$ cat src/rtl/alu_arbiter_if.sv
// Request/ALU/response bundle between two requesters, the arbiter and a shared ALU.
//   req_*   : requester -> arbiter command channel (packed, 2 requesters)
//   alu_*   : arbiter <-> shared ALU operand/result lines
//   rsp_*   : arbiter -> requester response channel
//   busy    : arbiter has a transaction in flight
// slave modport is the arbiter's view, master modport the requester/ALU side.
interface alu_arbiter_if;
  localparam int unsigned N_REQ = 2;
  localparam int unsigned CMD_W = 5;
  localparam int unsigned OP_W  = 4;

  logic [N_REQ-1:0]       req_valid;
  logic [N_REQ-1:0]       req_ready;
  logic [N_REQ*CMD_W-1:0] req_cmd;
  logic [N_REQ*OP_W-1:0]  req_a;
  logic [N_REQ*OP_W-1:0]  req_b;
  logic [CMD_W-1:0]       alu_cmd;
  logic [OP_W-1:0]        alu_a;
  logic [OP_W-1:0]        alu_b;
  logic [OP_W-1:0]        alu_result;
  logic [N_REQ-1:0]       rsp_valid;
  logic [N_REQ-1:0]       rsp_ack;
  logic [OP_W-1:0]        rsp_data;
  logic                   rsp_err;
  logic                   busy;

  modport slave (
    input  req_valid, req_cmd, req_a, req_b, alu_result, rsp_ack,
    output req_ready, alu_cmd, alu_a, alu_b, rsp_valid, rsp_data, rsp_err, busy
  );

  modport master (
    output req_valid, req_cmd, req_a, req_b, alu_result, rsp_ack,
    input  req_ready, alu_cmd, alu_a, alu_b, rsp_valid, rsp_data, rsp_err, busy
  );
endinterface

$ cat src/rtl/alu_arbiter.sv
// Round-robin arbiter sharing one ALU between two requesters.
// Ports:
//   sys_clk   : system clock, rising edge
//   sys_rst_n : asynchronous active-low reset
//   bus       : alu_arbiter_if.slave (request, ALU and response channels)
// Parameter WAIT_CYCLES (>=1): cycles the ALU inputs are held before sampling alu_result.
module alu_arbiter #(
  parameter int unsigned WAIT_CYCLES = 32'd1
) (
  input  logic          sys_clk,
  input  logic          sys_rst_n,
  alu_arbiter_if.slave  bus
);
  localparam int unsigned CMD_W = 5;
  localparam int unsigned OP_W  = 4;
  localparam int unsigned CNT_W = 32;

  // Function codes of the shared ALU
  localparam logic [CMD_W-1:0] F_ADD = 5'h00;
  localparam logic [CMD_W-1:0] F_SUB = 5'h01;

  typedef enum logic [1:0] {IDLE, ISSUE, RESP} state_t;

  state_t           state_q, state_d;
  logic             last_grant_q, last_grant_d;
  logic             grant_q, grant_d;
  logic [CNT_W-1:0] cnt_q, cnt_d;
  logic [CMD_W-1:0] alu_cmd_q, alu_cmd_d;
  logic [OP_W-1:0]  alu_a_q, alu_a_d;
  logic [OP_W-1:0]  alu_b_q, alu_b_d;
  logic [OP_W-1:0]  rsp_data_q, rsp_data_d;
  logic             rsp_err_q, rsp_err_d;
  logic [1:0]       rsp_valid_q, rsp_valid_d;
  logic             busy_q, busy_d;

  logic             gnt_any;
  logic             gnt_sel;
  logic             transfer;
  logic [CMD_W-1:0] sel_cmd;
  logic [OP_W-1:0]  sel_a;
  logic [OP_W-1:0]  sel_b;

  // Arbitration: single requester wins outright, contention goes to the one not served last
  always_comb begin
    gnt_any = 1'b0;
    gnt_sel = 1'b0;
    case (bus.req_valid)
      2'b01:   begin gnt_any = 1'b1; gnt_sel = 1'b0;          end
      2'b10:   begin gnt_any = 1'b1; gnt_sel = 1'b1;          end
      2'b11:   begin gnt_any = 1'b1; gnt_sel = ~last_grant_q; end
      default: begin gnt_any = 1'b0; gnt_sel = 1'b0;          end
    endcase
  end

  // Ready is gated by reset so nothing is offered while the block is held in reset
  always_comb begin
    bus.req_ready = 2'b00;
    if (sys_rst_n && (state_q == IDLE) && gnt_any) begin
      bus.req_ready = gnt_sel ? 2'b10 : 2'b01;
    end
  end

  assign transfer = (state_q == IDLE) && gnt_any;
  assign sel_cmd  = gnt_sel ? bus.req_cmd[9:5] : bus.req_cmd[4:0];
  assign sel_a    = gnt_sel ? bus.req_a[7:4]   : bus.req_a[3:0];
  assign sel_b    = gnt_sel ? bus.req_b[7:4]   : bus.req_b[3:0];

  // Next-state and next-output logic
  always_comb begin
    state_d      = state_q;
    last_grant_d = last_grant_q;
    grant_d      = grant_q;
    cnt_d        = cnt_q;
    alu_cmd_d    = alu_cmd_q;
    alu_a_d      = alu_a_q;
    alu_b_d      = alu_b_q;
    rsp_data_d   = rsp_data_q;
    rsp_err_d    = rsp_err_q;
    rsp_valid_d  = rsp_valid_q;
    busy_d       = busy_q;

    case (state_q)
      IDLE: begin
        if (transfer) begin
          grant_d = gnt_sel;
          busy_d  = 1'b1;
          if ((sel_cmd == F_ADD) || (sel_cmd == F_SUB)) begin
            alu_cmd_d = sel_cmd;
            alu_a_d   = sel_a;
            alu_b_d   = sel_b;
            cnt_d     = CNT_W'(WAIT_CYCLES - 32'd1);
            state_d   = ISSUE;
          end else begin
            // Unsupported command: answer with an error, ALU lines untouched
            rsp_data_d  = '0;
            rsp_err_d   = 1'b1;
            rsp_valid_d = {gnt_sel, ~gnt_sel};
            state_d     = RESP;
          end
        end
      end
      ISSUE: begin
        if (cnt_q == '0) begin
          rsp_data_d  = bus.alu_result;
          rsp_err_d   = 1'b0;
          rsp_valid_d = {grant_q, ~grant_q};
          state_d     = RESP;
        end else begin
          cnt_d = cnt_q - CNT_W'(1);
        end
      end
      RESP: begin
        // Only the granted requester's ack closes the transaction
        if (bus.rsp_ack[grant_q]) begin
          last_grant_d = grant_q;
          rsp_valid_d  = 2'b00;
          busy_d       = 1'b0;
          state_d      = IDLE;
        end
      end
      default: begin
        state_d     = IDLE;
        rsp_valid_d = 2'b00;
        busy_d      = 1'b0;
      end
    endcase
  end

  // State and output registers
  always_ff @(posedge sys_clk or negedge sys_rst_n) begin
    if (!sys_rst_n) begin
      state_q      <= IDLE;
      last_grant_q <= 1'b1;
      grant_q      <= 1'b0;
      cnt_q        <= '0;
      alu_cmd_q    <= F_ADD;
      alu_a_q      <= '0;
      alu_b_q      <= '0;
      rsp_data_q   <= '0;
      rsp_err_q    <= 1'b0;
      rsp_valid_q  <= 2'b00;
      busy_q       <= 1'b0;
    end else begin
      state_q      <= state_d;
      last_grant_q <= last_grant_d;
      grant_q      <= grant_d;
      cnt_q        <= cnt_d;
      alu_cmd_q    <= alu_cmd_d;
      alu_a_q      <= alu_a_d;
      alu_b_q      <= alu_b_d;
      rsp_data_q   <= rsp_data_d;
      rsp_err_q    <= rsp_err_d;
      rsp_valid_q  <= rsp_valid_d;
      busy_q       <= busy_d;
    end
  end

  assign bus.alu_cmd   = alu_cmd_q;
  assign bus.alu_a     = alu_a_q;
  assign bus.alu_b     = alu_b_q;
  assign bus.rsp_data  = rsp_data_q;
  assign bus.rsp_err   = rsp_err_q;
  assign bus.rsp_valid = rsp_valid_q;
  assign bus.busy      = busy_q;
endmodule

$ cat src/flat_wrapper.sv
// flat-port wrapper written by rule: the top's interface ports become plain ports
module alu_arbiter_flat 
#(
  parameter int unsigned WAIT_CYCLES = 32'd1
)
  (sys_clk, sys_rst_n, bus_req_valid, bus_req_cmd, bus_req_a, bus_req_b, bus_alu_result, bus_rsp_ack, bus_req_ready, bus_alu_cmd, bus_alu_a, bus_alu_b, bus_rsp_valid, bus_rsp_data, bus_rsp_err, bus_busy);
  alu_arbiter_if bus_i ();
  input  logic sys_clk;
  input  logic sys_rst_n;
  input wire logic [$bits(bus_i.req_valid)-1:0] bus_req_valid;
  input wire logic [$bits(bus_i.req_cmd)-1:0] bus_req_cmd;
  input wire logic [$bits(bus_i.req_a)-1:0] bus_req_a;
  input wire logic [$bits(bus_i.req_b)-1:0] bus_req_b;
  input wire logic [$bits(bus_i.alu_result)-1:0] bus_alu_result;
  input wire logic [$bits(bus_i.rsp_ack)-1:0] bus_rsp_ack;
  output wire logic [$bits(bus_i.req_ready)-1:0] bus_req_ready;
  output wire logic [$bits(bus_i.alu_cmd)-1:0] bus_alu_cmd;
  output wire logic [$bits(bus_i.alu_a)-1:0] bus_alu_a;
  output wire logic [$bits(bus_i.alu_b)-1:0] bus_alu_b;
  output wire logic [$bits(bus_i.rsp_valid)-1:0] bus_rsp_valid;
  output wire logic [$bits(bus_i.rsp_data)-1:0] bus_rsp_data;
  output wire logic [$bits(bus_i.rsp_err)-1:0] bus_rsp_err;
  output wire logic [$bits(bus_i.busy)-1:0] bus_busy;
  assign bus_i.req_valid = bus_req_valid;
  assign bus_i.req_cmd = bus_req_cmd;
  assign bus_i.req_a = bus_req_a;
  assign bus_i.req_b = bus_req_b;
  assign bus_i.alu_result = bus_alu_result;
  assign bus_i.rsp_ack = bus_rsp_ack;
  assign bus_req_ready = bus_i.req_ready;
  assign bus_alu_cmd = bus_i.alu_cmd;
  assign bus_alu_a = bus_i.alu_a;
  assign bus_alu_b = bus_i.alu_b;
  assign bus_rsp_valid = bus_i.rsp_valid;
  assign bus_rsp_data = bus_i.rsp_data;
  assign bus_rsp_err = bus_i.rsp_err;
  assign bus_busy = bus_i.busy;
  alu_arbiter #(.WAIT_CYCLES(WAIT_CYCLES)) u_core (.sys_clk(sys_clk), .sys_rst_n(sys_rst_n), .bus(bus_i));
endmodule
$ cat config.mk
export PLATFORM = sky130hd
export DESIGN_NAME = alu_arbiter_flat
export DESIGN_NICKNAME = d
export VERILOG_FILES = /design/src/rtl/alu_arbiter_if.sv /design/src/rtl/alu_arbiter.sv /design/src/flat_wrapper.sv
export SDC_FILE = /design/constraint.sdc
export NUM_CORES = 1
export LEC_CHECK = 0
export ABC_AREA = 1
export ABC_CLOCK_PERIOD_IN_PS = 5300
export CAP_MARGIN = 15
export CELL_PAD_IN_SITES_DETAIL_PLACEMENT = 0
export CELL_PAD_IN_SITES_GLOBAL_PLACEMENT = 1
export CORE_ASPECT_RATIO = 2
export CORE_UTILIZATION = 50
export DETAILED_ROUTE_END_ITERATION = 16
export DONT_BUFFER_PORTS = 1
export GPL_TIMING_DRIVEN = 0
export PLACE_DENSITY_LB_ADDON = 0.1
export SLEW_MARGIN = 20
export SYNTH_ARGS = -nofsm -noshare
export SYNTH_HDL_FRONTEND = slang
export SYNTH_SLANG_ARGS = --single-unit
export TNS_END_PERCENT = 50
$ cat constraint.sdc
create_clock -name sys_clk -period 5.3 [get_ports sys_clk]
set_input_delay 1.325 -clock sys_clk [delete_from_list [all_inputs] [get_ports sys_clk]]
set_output_delay 1.325 -clock sys_clk [all_outputs]
set_load 0.05 [all_outputs]
==> flow_summary.toml <==
[global_route]
grt.overflow.total = 0
grt_max_degree = 59
antenna_found_initial = 0
grt_pass1_wl_mm = 16.2
grt_pass1_vias = 3352
grt_util_all_layers = 0.270

[synth]
synth_fa_ha_area_frac = 0.00653
netlist_area_sq_mm = 0.00383
netlist_instances = 513
synth_top_cell_area_share = 0.366
synth_compound_area_frac = 0.0973
yosys_warnings = 0
syn_nets = 551
synth.area.top_cells = "dfrtp_1 (37%), nand2_1 (14%), nor2_1 (9.1%), o21ai_2 (5.0%), nand3_1 (5.0%)"
synth.area.mux_share = 0
yosysUniqueCellTypes = 37
synth_xor_area_frac = 0.0320
synth.avg_cell_area_sq_um = 7.47
yosys.area_share.simple = 0.410
synth_top_family_by_area = "simple AND/OR/NAND/NOR gates"
yosysSeqAreaShare = 0.373
ys_ff_latch = 57
synth.largest_area_cell = "dfrtp_1"

[route]
wire_per_inst_um = 15.9
vias = 3303
drc = 0
drtIter0Drc = 93
wirelength_mm = 9.88
avgViaCountPerCell = 5.32
firstDrtPassIters = 4
antenna_left = 0

[clock_tree]
cts.sinks = 57
cts_tree = "done"
ctsHoldBuffers = 0
cts_resized = 0
cts_setup_buffers = 0
cts.clk_slew.worst_paths_ns = 0.05
htreeDepth = 3
clockBufferDepth = 2
root_buffer = "clkbuf_16"
clock_latency_ns = 0.33
cts_buffers = 9

[worst_setup_path]
path_common_cell = "nand2_1"
setup.worst_path.start_class = "input pin"
slowest_stage = "nor2_1"
cp.required_ns = 3.97
worstPathMaxFanout = 10
cp_data_arrival_time_ns = 2.50
crit_family = "simple AND/OR/NAND/NOR gates"
worstSetupEndpointType = "output port"
path_buf_inv = 2
path_class = "input pin to output port"
crit_chain = "nand2_1 -> nand2_1 -> inv_2 -> clkbuf_1 -> nor2_1"
cp_slowest_stage_delay_ns = 0.73

[die]
core-area_sq_mm = 0.00732
die_h_um = 126
dieArea_sq_mm = 0.00804
rows = 44
start_util = 0.523
io-pin-count = 59
die_w_um = 63.9

[sta]
period_share = 0.722
fin_tns_setup_ns = 0
setup_violations = 0
fmax_ghz = 0.261
hold_viol_final = 0
clock_skew_ns = 0.00527
rsz0062_at_grt = "no"
worst_pin_slew_ns = 0.871
drv_slew = 0
slew-limit-headroom = 0.417
min_period_ns = 3.83

[cells_and_area]
num_antenna_cells = 0
syn_to_final_growth_pct = 11.6
fin_nets = 562
drive_gt1_frac = 0.206
num-fill-cells = 698

[placement]
dp_hpwl_mm = 7.73
place_congestion = 0.879
portBuffers = 0

[flow_run]
maxCapViolations = 0

[outcome]
status = "finished, final reports clean"

[hold_path]
hp-class = "flop to flop"
==> cell usage in the layout, fill, tap and decap left out, drive strengths merged <==
| master | synthesis | final |
|---|---|---|
| nand3 | 42 | 42 |
| nor2 | 107 | 107 |
| buf | 11 | 11 |
| dfrtp | 56 | 56 |
| dfstp | 1 | 1 |
| and2 | 2 | 2 |
| o31ai | 9 | 9 |
| o21ai | 27 | 27 |
| nand4 | 15 | 15 |
| clkinvlp | 0 | 1 |
| nor3 | 2 | 2 |
| clkbuf | 4 | 13 |
| nand2 | 170 | 170 |
| clkinv | 0 | 3 |
| a31oi | 2 | 2 |
| ha | 2 | 2 |
| o21bai | 3 | 3 |
| bufinv | 0 | 2 |
| a21oi | 1 | 1 |
| inv | 44 | 45 |
| o22ai | 1 | 1 |
| xor2 | 14 | 14 |
==> routing by layer <==
metal,track usage,share of wire
met5,0,0
met3,0.0534,0.030
met4,0.180,0.053
met2,0.503,0.56
met1,0.254,0.35
==> cell type report <==
type | instances | area (sq um) | area share
multi-input combinational | 397 | 2090 | 0.489
clock inverter | 7 | 103 | 0.0240
sequential | 57 | 1430 | 0.334
tap | 92 | 115 | 0.0269
clock buffer | 9 | 225 | 0.0527
inverter | 44 | 165 | 0.0386
buffer | 15 | 149 | 0.0348
==> cells in the mapped netlist, drive strengths merged <==
cell type	instances
and2	2
o21ai	27
nand3	42
ha	2
dfrtp	56
xor2	14
nor2	107
dfstp	1
o21bai	3
clkbuf	4
o31ai	9
o22ai	1
nand4	15
nand2	170
buf	11
inv	44
nor3	2
a31oi	2
a21oi	1
==> cell families (layout without fill, tap and decap cells) <==
kind of cell / Yosys count / in the layout
compound gates: 43 / 43
xor+xnor: 14 / 14
fa+ha+maj: 2 / 2
buf+inv: 59 / 75
flops: 57 / 57
simple gates: 338 / 338
==> path summary, 6_finish.rpt <==
kind,startpoint,to,slack (ns),depth (start not counted)
max,bus_req_valid[0],bus_req_ready[0],1.47,5
min,u_core.cnt_q[31],u_core.cnt_q[31],0.54,2
max reg2reg,u_core.cnt_q[0],u_core.cnt_q[16],3.18,10
min reg2reg,u_core.cnt_q[31],u_core.cnt_q[31],0.54,2
max in group asynchronous,sys_rst_n,u_core.last_grant_q,4.44,0
min in group asynchronous,sys_rst_n,u_core.cnt_q[28],0.68,0
==> sequential cells by signal, summed over array words and instances, names as in the netlist <==
| register | flops |
|---|---|
| u_core.cnt_q | 32 |
| u_core.bus.alu_cmd | 5 |
| u_core.bus.alu_a | 4 |
| u_core.bus.alu_b | 4 |
| u_core.bus.rsp_data | 4 |
| u_core.bus.rsp_valid | 2 |
| u_core.state_q | 2 |
| u_core.bus.busy | 1 |
| u_core.bus.rsp_err | 1 |
| u_core.grant_q | 1 |
| u_core.last_grant_q | 1 |
==> stage by stage <==
stage	util	setup slack (ns)	area, sq um	cells	hold slack, ns
2_1_floorplan	-	1.61	3830	513	0.482
3_3_place_gp	0.539	1.45	3950	605	0.498
3_5_place_dp	0.539	1.44	3950	605	0.523
4_1_cts	0.584	1.44	4280	621	0.537
5_1_grt	0.584	1.37	4280	621	0.565
6_report	0.584	1.47	4280	621	0.535
==> tightest hold or removal path, stage by stage (launching register included) <==
cell and delay, ns:
dfrtp_1 0.39, nand2_2 0.07, o21ai_2 0.05
Power is left out: the tool's default activity adds up to more than one toggle a clock period on the data nets, which glitch-free logic cannot reach.
